File: src/rtl/ppu_ctrl_timing.sv
`default_nettype none
// ============================================================================
//  Module   : ppu_ctrl_timing
//  Purpose  : PPU register file and beam timing. Implements the CPU-visible
//             registers ($0-$7): PPUCTRL, PPUMASK, PPUSTATUS, OAMADDR/OAMDATA,
//             PPUSCROLL, PPUADDR, PPUDATA. Also provides the dot/scanline beam
//             counter, the vblank flag and the NMI output.
//  Ports    : clk, reset_n          - clock, async active-low reset
//             ppu_ce                - advance the beam one dot
//             cpu_addr/data_in/wren/rden, cpu_data_out - CPU register port
//             nmi_n                 - active-low NMI (vblank & ctrl[7])
//             oam_*                 - OAM address / write port / read data
//             ppu_*                 - PPU bus (address = v, read/write pulses)
//             ctrl, mask, scroll_x, scroll_y - register contents
//             dot, scanline         - beam position
//             busy                  - PPUDATA access sequence in progress
//  Revision : 1.0  initial release
// ============================================================================
module ppu_ctrl_timing #(
   parameter int DOTS_PER_LINE   = 341,
   parameter int LINES_PER_FRAME = 262,
   parameter int VBLANK_LINE     = 241,
   parameter int PRERENDER_LINE  = 261,
   parameter int ADDR_W          = 14
) (
   input  logic              clk,
   input  logic              reset_n,
   input  logic              ppu_ce,
   input  logic [2:0]        cpu_addr,
   input  logic [7:0]        cpu_data_in,
   input  logic              cpu_wren,
   input  logic              cpu_rden,
   output logic [7:0]        cpu_data_out,
   output logic              nmi_n,
   input  logic [7:0]        oam_rdata,
   output logic [7:0]        oam_addr,
   output logic [7:0]        oam_wdata,
   output logic              oam_we,
   input  logic [7:0]        ppu_data_in,
   output logic [7:0]        ppu_data_out,
   output logic [ADDR_W-1:0] ppu_addr,
   output logic              ppu_write,
   output logic              ppu_read,
   output logic [7:0]        ctrl,
   output logic [7:0]        mask,
   output logic [7:0]        scroll_x,
   output logic [7:0]        scroll_y,
   output logic [8:0]        dot,
   output logic [8:0]        scanline,
   output logic              busy
);

   localparam logic [1:0] S_IDLE       = 2'd0;
   localparam logic [1:0] S_WR         = 2'd1;
   localparam logic [1:0] S_RD_ISSUE   = 2'd2;
   localparam logic [1:0] S_RD_CAPTURE = 2'd3;

   logic [1:0]        r_state;
   logic [8:0]        r_dot;
   logic [8:0]        r_scanline;
   logic              r_vblank;
   logic              r_supp;
   logic [7:0]        r_ctrl;
   logic [7:0]        r_mask;
   logic [7:0]        r_scroll_x;
   logic [7:0]        r_scroll_y;
   logic [7:0]        r_oam_addr;
   logic [7:0]        r_oam_wdata;
   logic              r_oam_we;
   logic              r_w;
   logic [5:0]        r_t;
   logic [ADDR_W-1:0] r_v;
   logic [7:0]        r_buffer;
   logic [7:0]        r_ppu_wdata;
   logic [7:0]        r_last_write;
   logic [7:0]        r_cpu_data_out;

   logic              w_wr;
   logic              w_rd;
   logic              w_busy;
   logic              w_rd_ok;
   logic              w_rd_status;
   logic              w_at_vbl;
   logic              w_at_pre;
   logic              w_dot_last;
   logic              w_line_last;
   logic [ADDR_W-1:0] w_inc;

   // A simultaneous write wins; the read is simply ignored.
   assign w_wr        = cpu_wren;
   assign w_rd        = cpu_rden & ~cpu_wren;
   assign w_busy      = (r_state != S_IDLE);
   // A $7 read while a PPUDATA sequence is running is dropped entirely.
   assign w_rd_ok     = w_rd & ~((cpu_addr == 3'd7) & w_busy);
   assign w_rd_status = w_rd & (cpu_addr == 3'd2);
   // Flag events are decoded from the current beam position at the ppu_ce edge.
   assign w_at_vbl    = (r_scanline == 9'(VBLANK_LINE))    && (r_dot == 9'd1);
   assign w_at_pre    = (r_scanline == 9'(PRERENDER_LINE)) && (r_dot == 9'd1);
   assign w_dot_last  = (r_dot == 9'(DOTS_PER_LINE - 1));
   assign w_line_last = (r_scanline == 9'(LINES_PER_FRAME - 1));
   assign w_inc       = r_ctrl[2] ? ADDR_W'(32) : ADDR_W'(1);

   always_ff @(posedge clk or negedge reset_n) begin
      if (!reset_n) begin
         r_state        <= S_IDLE;
         r_dot          <= '0;
         r_scanline     <= '0;
         r_vblank       <= 1'b0;
         r_supp         <= 1'b0;
         r_ctrl         <= '0;
         r_mask         <= '0;
         r_scroll_x     <= '0;
         r_scroll_y     <= '0;
         r_oam_addr     <= '0;
         r_oam_wdata    <= '0;
         r_oam_we       <= 1'b0;
         r_w            <= 1'b0;
         r_t            <= '0;
         r_v            <= '0;
         r_buffer       <= '0;
         r_ppu_wdata    <= '0;
         r_last_write   <= '0;
         r_cpu_data_out <= '0;
      end else begin
         // Beam counter
         if (ppu_ce) begin
            if (w_dot_last) begin
               r_dot      <= '0;
               r_scanline <= w_line_last ? 9'd0 : r_scanline + 9'd1;
            end else begin
               r_dot <= r_dot + 9'd1;
            end
         end

         // Vblank flag. A status read landing on the set point kills the set
         // for the whole frame; r_supp remembers that until pre-render.
         if (w_rd_status) begin
            r_vblank <= 1'b0;
         end else if (ppu_ce && w_at_vbl && !r_supp) begin
            r_vblank <= 1'b1;
         end else if (ppu_ce && w_at_pre) begin
            r_vblank <= 1'b0;
         end

         if (w_rd_status && w_at_vbl) begin
            r_supp <= 1'b1;
         end else if (ppu_ce && w_at_pre) begin
            r_supp <= 1'b0;
         end

         // OAM write pulse; the address advances once the pulse has been seen.
         r_oam_we <= w_wr && (cpu_addr == 3'd4);
         if (w_wr && (cpu_addr == 3'd4)) begin
            r_oam_wdata <= cpu_data_in;
         end
         if (w_wr && (cpu_addr == 3'd3)) begin
            r_oam_addr <= cpu_data_in;
         end else if (r_oam_we) begin
            r_oam_addr <= r_oam_addr + 8'd1;
         end

         // PPUDATA sequencer. v advances after the bus pulse so the pulse
         // cycle presents the pre-increment address.
         case (r_state)
            S_IDLE: begin
               if (w_wr && (cpu_addr == 3'd7)) begin
                  r_state <= S_WR;
               end else if (w_rd && (cpu_addr == 3'd7)) begin
                  r_state <= S_RD_ISSUE;
               end
            end
            S_WR: begin
               r_v     <= r_v + w_inc;
               r_state <= S_IDLE;
            end
            S_RD_ISSUE: begin
               r_v     <= r_v + w_inc;
               r_state <= S_RD_CAPTURE;
            end
            S_RD_CAPTURE: begin
               r_buffer <= ppu_data_in;
               r_state  <= S_IDLE;
            end
            default: r_state <= S_IDLE;
         endcase

         // CPU register writes (placed after the sequencer so a $6 load of v
         // takes precedence over a concurrent increment).
         if (w_wr) begin
            r_last_write <= cpu_data_in;
            case (cpu_addr)
               3'd0: r_ctrl <= cpu_data_in;
               3'd1: r_mask <= cpu_data_in;
               3'd5: begin
                  if (!r_w) r_scroll_x <= cpu_data_in;
                  else      r_scroll_y <= cpu_data_in;
                  r_w <= ~r_w;
               end
               3'd6: begin
                  if (!r_w) r_t <= cpu_data_in[5:0];
                  else      r_v <= ADDR_W'({r_t, cpu_data_in});
                  r_w <= ~r_w;
               end
               3'd7: begin
                  if (!w_busy) r_ppu_wdata <= cpu_data_in;
               end
               default: ;
            endcase
         end else if (w_rd_status) begin
            r_w <= 1'b0;
         end

         // CPU read data, held until the next accepted read
         if (w_rd_ok) begin
            case (cpu_addr)
               3'd2:    r_cpu_data_out <= {r_vblank, 2'b00, r_last_write[4:0]};
               3'd4:    r_cpu_data_out <= oam_rdata;
               3'd7:    r_cpu_data_out <= r_buffer;
               default: r_cpu_data_out <= r_last_write;
            endcase
         end
      end
   end

   assign cpu_data_out = r_cpu_data_out;
   assign nmi_n        = ~(r_vblank & r_ctrl[7]);
   assign oam_addr     = r_oam_addr;
   assign oam_wdata    = r_oam_wdata;
   assign oam_we       = r_oam_we;
   assign ppu_data_out = r_ppu_wdata;
   assign ppu_addr     = r_v;
   assign ppu_write    = (r_state == S_WR);
   assign ppu_read     = (r_state == S_RD_ISSUE);
   assign ctrl         = r_ctrl;
   assign mask         = r_mask;
   assign scroll_x     = r_scroll_x;
   assign scroll_y     = r_scroll_y;
   assign dot          = r_dot;
   assign scanline     = r_scanline;
   assign busy         = w_busy;

endmodule
`default_nettype wire
File: config.mk
export PLATFORM = sky130hd
export DESIGN_NAME = ppu_ctrl_timing
export DESIGN_NICKNAME = d
export VERILOG_FILES = /design/src/rtl/ppu_ctrl_timing.sv
export SDC_FILE = /design/constraint.sdc
export NUM_CORES = 1
export LEC_CHECK = 0
export BUFFER_PORTS_ARGS = -buffer_cell sky130_fd_sc_hd__buf_2
export CORE_AREA = 2 2 132 134
export DETAILED_ROUTE_END_ITERATION = 16
export DIE_AREA = 0 0 134 136
export GPL_ROUTABILITY_DRIVEN = 0
export REMOVE_ABC_BUFFERS = 1
export SYNTH_ARGS = -nofsm -noshare
export SYNTH_HDL_FRONTEND = slang
export SYNTH_SLANG_ARGS = --single-unit
File: constraint.sdc
create_clock -name clk -period 2.2 [get_ports clk]
set_clock_uncertainty 0.05 [all_clocks]
set_input_delay 0.44 -clock clk [delete_from_list [all_inputs] [get_ports clk]]
set_output_delay 0.44 -clock clk [all_outputs]
set_load 0.01 [all_outputs]
==> results.md <==
* Nets at 684
* RSZ-0062 raised after global routing: false
* Std-Cell Rows at 48
* Vias at 4,435
* Initial antenna violation count at 0
* Post-CTS Setup Bufs at 0
* Root Buffer: clkbuf_16
* Total global-route track usage at 17.5%
* I/O pin cnt at 133
* Unique masters post-synth at 51
* Die Y at 136 um
* Grt ovf at 0
* Vias in the first global route at 4,475
* Static Leak at 0.00346 uW
* Power per cell area at 1240 nW/um2
* Largest net degree at the start of global routing at 41
* FF-to-FF setup slack at 0.29 ns
* Clock-pin transition on the worst setup and hold timing paths at 0.06 ns
* Status: finished, final reports clean
* Cts bufs inserted at 17
* Most used DFF post-synth: dfrtp_1
* DP Worst Slack at 0.282 ns
* DP HPWL at 10.7 mm
* CP max-delay cell: dfrtp_1
* Ys async rst share at 100%
* Peak VDD IR at 509 uV
* Final Instance Area at 7390 um2
* Worst min-delay path class: in2reg
* Fmax at 523 MHz
* DRC Markers at 0
* Worst reg2reg path endpoint: ppu_addr[13]$_DFF_PN0_
* Detailed router's first-iteration violation count at 242
* Type of the worst setup path: reg2reg
* WHS Path Cells at 2
* Crit path cell chain: inv_1 > ha_1 > and4_1 > nand3_1 > o211a_1 > a211o_1
* Final WS setup at 0.288 ns
* Crit path arrival time at 2.17 ns
* Post-synthesis sequential area ratio at 53.8%
* Total wire length at 15.2 mm
* Syn Area/Cell at 11.6 um2
* Worst path bufs/invs at 1
* Final antenna-violating net count at 0
* Cell Int Power at 6290 uW
* Slew @ Worst Pin at 0.558 ns
* H-tree depth at 4
* Cell count of the worst reg-to-reg path at 6
* Final setup TNS at 0 ns
* Slew HR at 62.3%
* Top fanout value on the critical path at 4
* CP max stage delay at 0.40 ns
* First-pass DRT Iterations at 4
* Critical path required time at 2.45 ns
* MaxCap Viol Count at 0
* ANT cells at 0
* Clock network power share at 33.7%
* Post-Synthesis Cell Area at 5770 um2
* Crit. End Element: flop
* Switching power at 2860 uW
* Crit share post-route at 86.9%
* Worst hold path endpoint: r_buffer[5]$_DFFE_PN0N_
* DP Area at 6730 um2
* Routed vias/inst at 5.07
* Seq pwr share at 38.8%
* Post-CTS Resized at 0
* Comb pwr share at 27.6%
* Tmin final at 1.91 ns
* First-pass GRT wire length at 24.4 mm
* Core ar. at 16,900 um2
* Gate Count Post-Synth at 496
* Finish-stage setup viols at 0
* Initial Utilization at 34.2%
* Share of layout cells above drive strength 1 at 38.8%
* Net Sw Frac at 31.2%
* Hold Slack at 0.198 ns
* Wire per inst at 17.4 um
* Clock sinks at 124
* Cts hold-fix bufs at 1
* Synth Register Bits at 124
* CTS tree: done
* Final Slew Violations at 0
* Max FFs per register at 14
* Die area at 18,200 um2
* HP Start: ppu_data_in[5]
* Yosys warnings at 0
* CTS Buffer Depth at 2
* Die width at 134 um
* Input/output buffers at 132
* Hold Fails Final Rpt at 0
* Clk Latency, worst-skew pair at 0.42 ns
* Delay-heaviest family, CP: compound AO/OA/AOI/OAI gates
* RR Startpoint: r_state[0]$_DFFE_PN0P_
* Area growth, synth to finish at 28.1%
* Post-synth EDFFs at 0
* Setup crit start kind: flop
kinds of logic after synthesis:
logic type	Yosys count	share of synthesized area (%)
XOR/XNOR	17	2.58
buffers and inverters	33	2.52
AO/OA/AOI/OAI	88	9.59
multiplexers	75	14.6
AND/OR/NAND/NOR	145	13.9
adder cells (fa/ha/maj)	14	3.04
flip-flops	124	53.8
final cells by class:
class | count | area [um2]
sequential | 124 | 3100
tap | 225 | 282
fill | 1554 | 9490
timing repair buffer | 147 | 803
clock buffer | 23 | 488
inverter | 9 | 33.8
multi-input combinational | 339 | 2520
clock inverter | 7 | 160
synthesized netlist by cell type, types with 2 or more instances:
| library cell | count | area share (%) |
|---|---|---|
| dfrtp_1 | 124 | 54 |
| mux2_2 | 71 | 14 |
| nand2_1 | 39 | 2.5 |
| o21ai_0 | 29 | 2.5 |
| nor2_1 | 22 | 1.4 |
| buf_2 | 17 | 1.5 |
| ha_1 | 14 | 3.0 |
| a31oi_1 | 13 | 1.4 |
| and3_1 | 12 | 1.3 |
| nand4_1 | 12 | 1.3 |
| xor2_1 | 12 | 1.8 |
| a21oi_1 | 10 | 0.87 |
| inv_1 | 9 | 0.59 |
| o22ai_1 | 9 | 0.98 |
| nand3_1 | 8 | 0.69 |
| or3_1 | 8 | 0.87 |
| nor3_1 | 7 | 0.61 |
| clkbuf_1 | 6 | 0.39 |
| nand2b_1 | 6 | 0.65 |
| a21o_1 | 5 | 0.65 |
| nor2b_1 | 5 | 0.54 |
| o2bb2ai_1 | 5 | 0.76 |
| xnor2_1 | 5 | 0.76 |
| and2_1 | 4 | 0.43 |
| and4_1 | 4 | 0.61 |
| mux2i_1 | 4 | 0.69 |
| a22o_1 | 3 | 0.46 |
| nor3_4 | 3 | 0.85 |
| nor4_1 | 3 | 0.33 |
| a2111oi_0 | 2 | 0.30 |
| nor3b_1 | 2 | 0.26 |
| nor4b_1 | 2 | 0.30 |
| o211ai_1 | 2 | 0.26 |
| o31ai_1 | 2 | 0.26 |
worst register-to-register path: cells and delay by family, from the launching register on:
| kind | cells | cell delay [ns] |
|---|---|---|
| AOI/OAI and AO/OA | 2 | 0.47 |
| buffers and inverters | 1 | 0.10 |
| adders and majority gates | 1 | 0.37 |
| DFF | 1 | 0.40 |
| and+or+nand+nor | 2 | 0.41 |
worst max-delay path by stage:
| stage | start | end | slack (ns) | cells after the start |
|---|---|---|---|---|
| after floorplan | r_state[0]$_DFFE_PN0P_ | ppu_addr[13]$_DFF_PN0_ | 0.32 | 6 |
| after global placement | cpu_addr[0] | ppu_addr[6]$_DFF_PN0_ | 0.27 | 5 |
| after detailed placement | cpu_addr[0] | ppu_addr[6]$_DFF_PN0_ | 0.28 | 5 |
| after CTS | r_state[0]$_DFFE_PN0P_ | busy | 0.27 | 4 |
| after global routing | ctrl[2]$_DFFE_PN0P_ | ppu_addr[12]$_DFF_PN0_ | 0.08 | 6 |
| final | r_state[0]$_DFFE_PN0P_ | ppu_addr[13]$_DFF_PN0_ | 0.29 | 6 |
cell usage in the layout (no fill, tap or decap), drive strengths merged, types with 2 or more instances in the layout:
cell,netlist,routed
ha,14,14
nand2,39,39
nor4b,2,2
nor2b,5,5
xor2,12,12
and2,4,4
o211ai,2,2
bufinv,0,5
a21o,5,5
inv,9,9
o21ai,30,30
and4,4,4
dfrtp,124,124
mux2i,4,4
or3,8,8
o2bb2ai,5,5
nand4,13,13
clkbuf,6,23
and3,12,12
a21oi,10,10
nor2,23,23
a2111oi,2,2
a22o,3,3
nand3,8,8
o31ai,2,2
mux2,71,71
o22ai,9,9
clkinv,0,2
nor4,3,3
nor3,11,11
xnor2,5,5
buf,18,146
nand2b,6,6
nor3b,2,2
a31oi,13,13
metal layers:
layer / up-vias / track usage (%) / routed length [um]
met5: - / 0 / 0
met4: 0 / 6.38 / 179
met3: 14 / 5.07 / 953
met2: 131 / 28.8 / 7520
met1: 2204 / 22.0 / 6560
li1: 2086 / - / -
per-stage QoR:
stage	std cells	total power [uW]	utilization (%)
floorplan	472	4960	-
finish	874	9150	43.8
global placement	843	6020	39.9
detailed placement	843	6110	39.9
global route	874	9720	43.8
CTS	874	9250	43.8
power by group through the flow:
stage          Clock (uW)  Combinational, uW  Sequential [uW]
6_report             3080               2520             3550
5_1_grt              3270               2800             3650
4_1_cts              3150               2560             3540
3_5_place_dp            0               2540             3570
3_3_place_gp            0               2480             3540
2_1_floorplan           0               1240             3720
(Power assumes the default switching activity.)
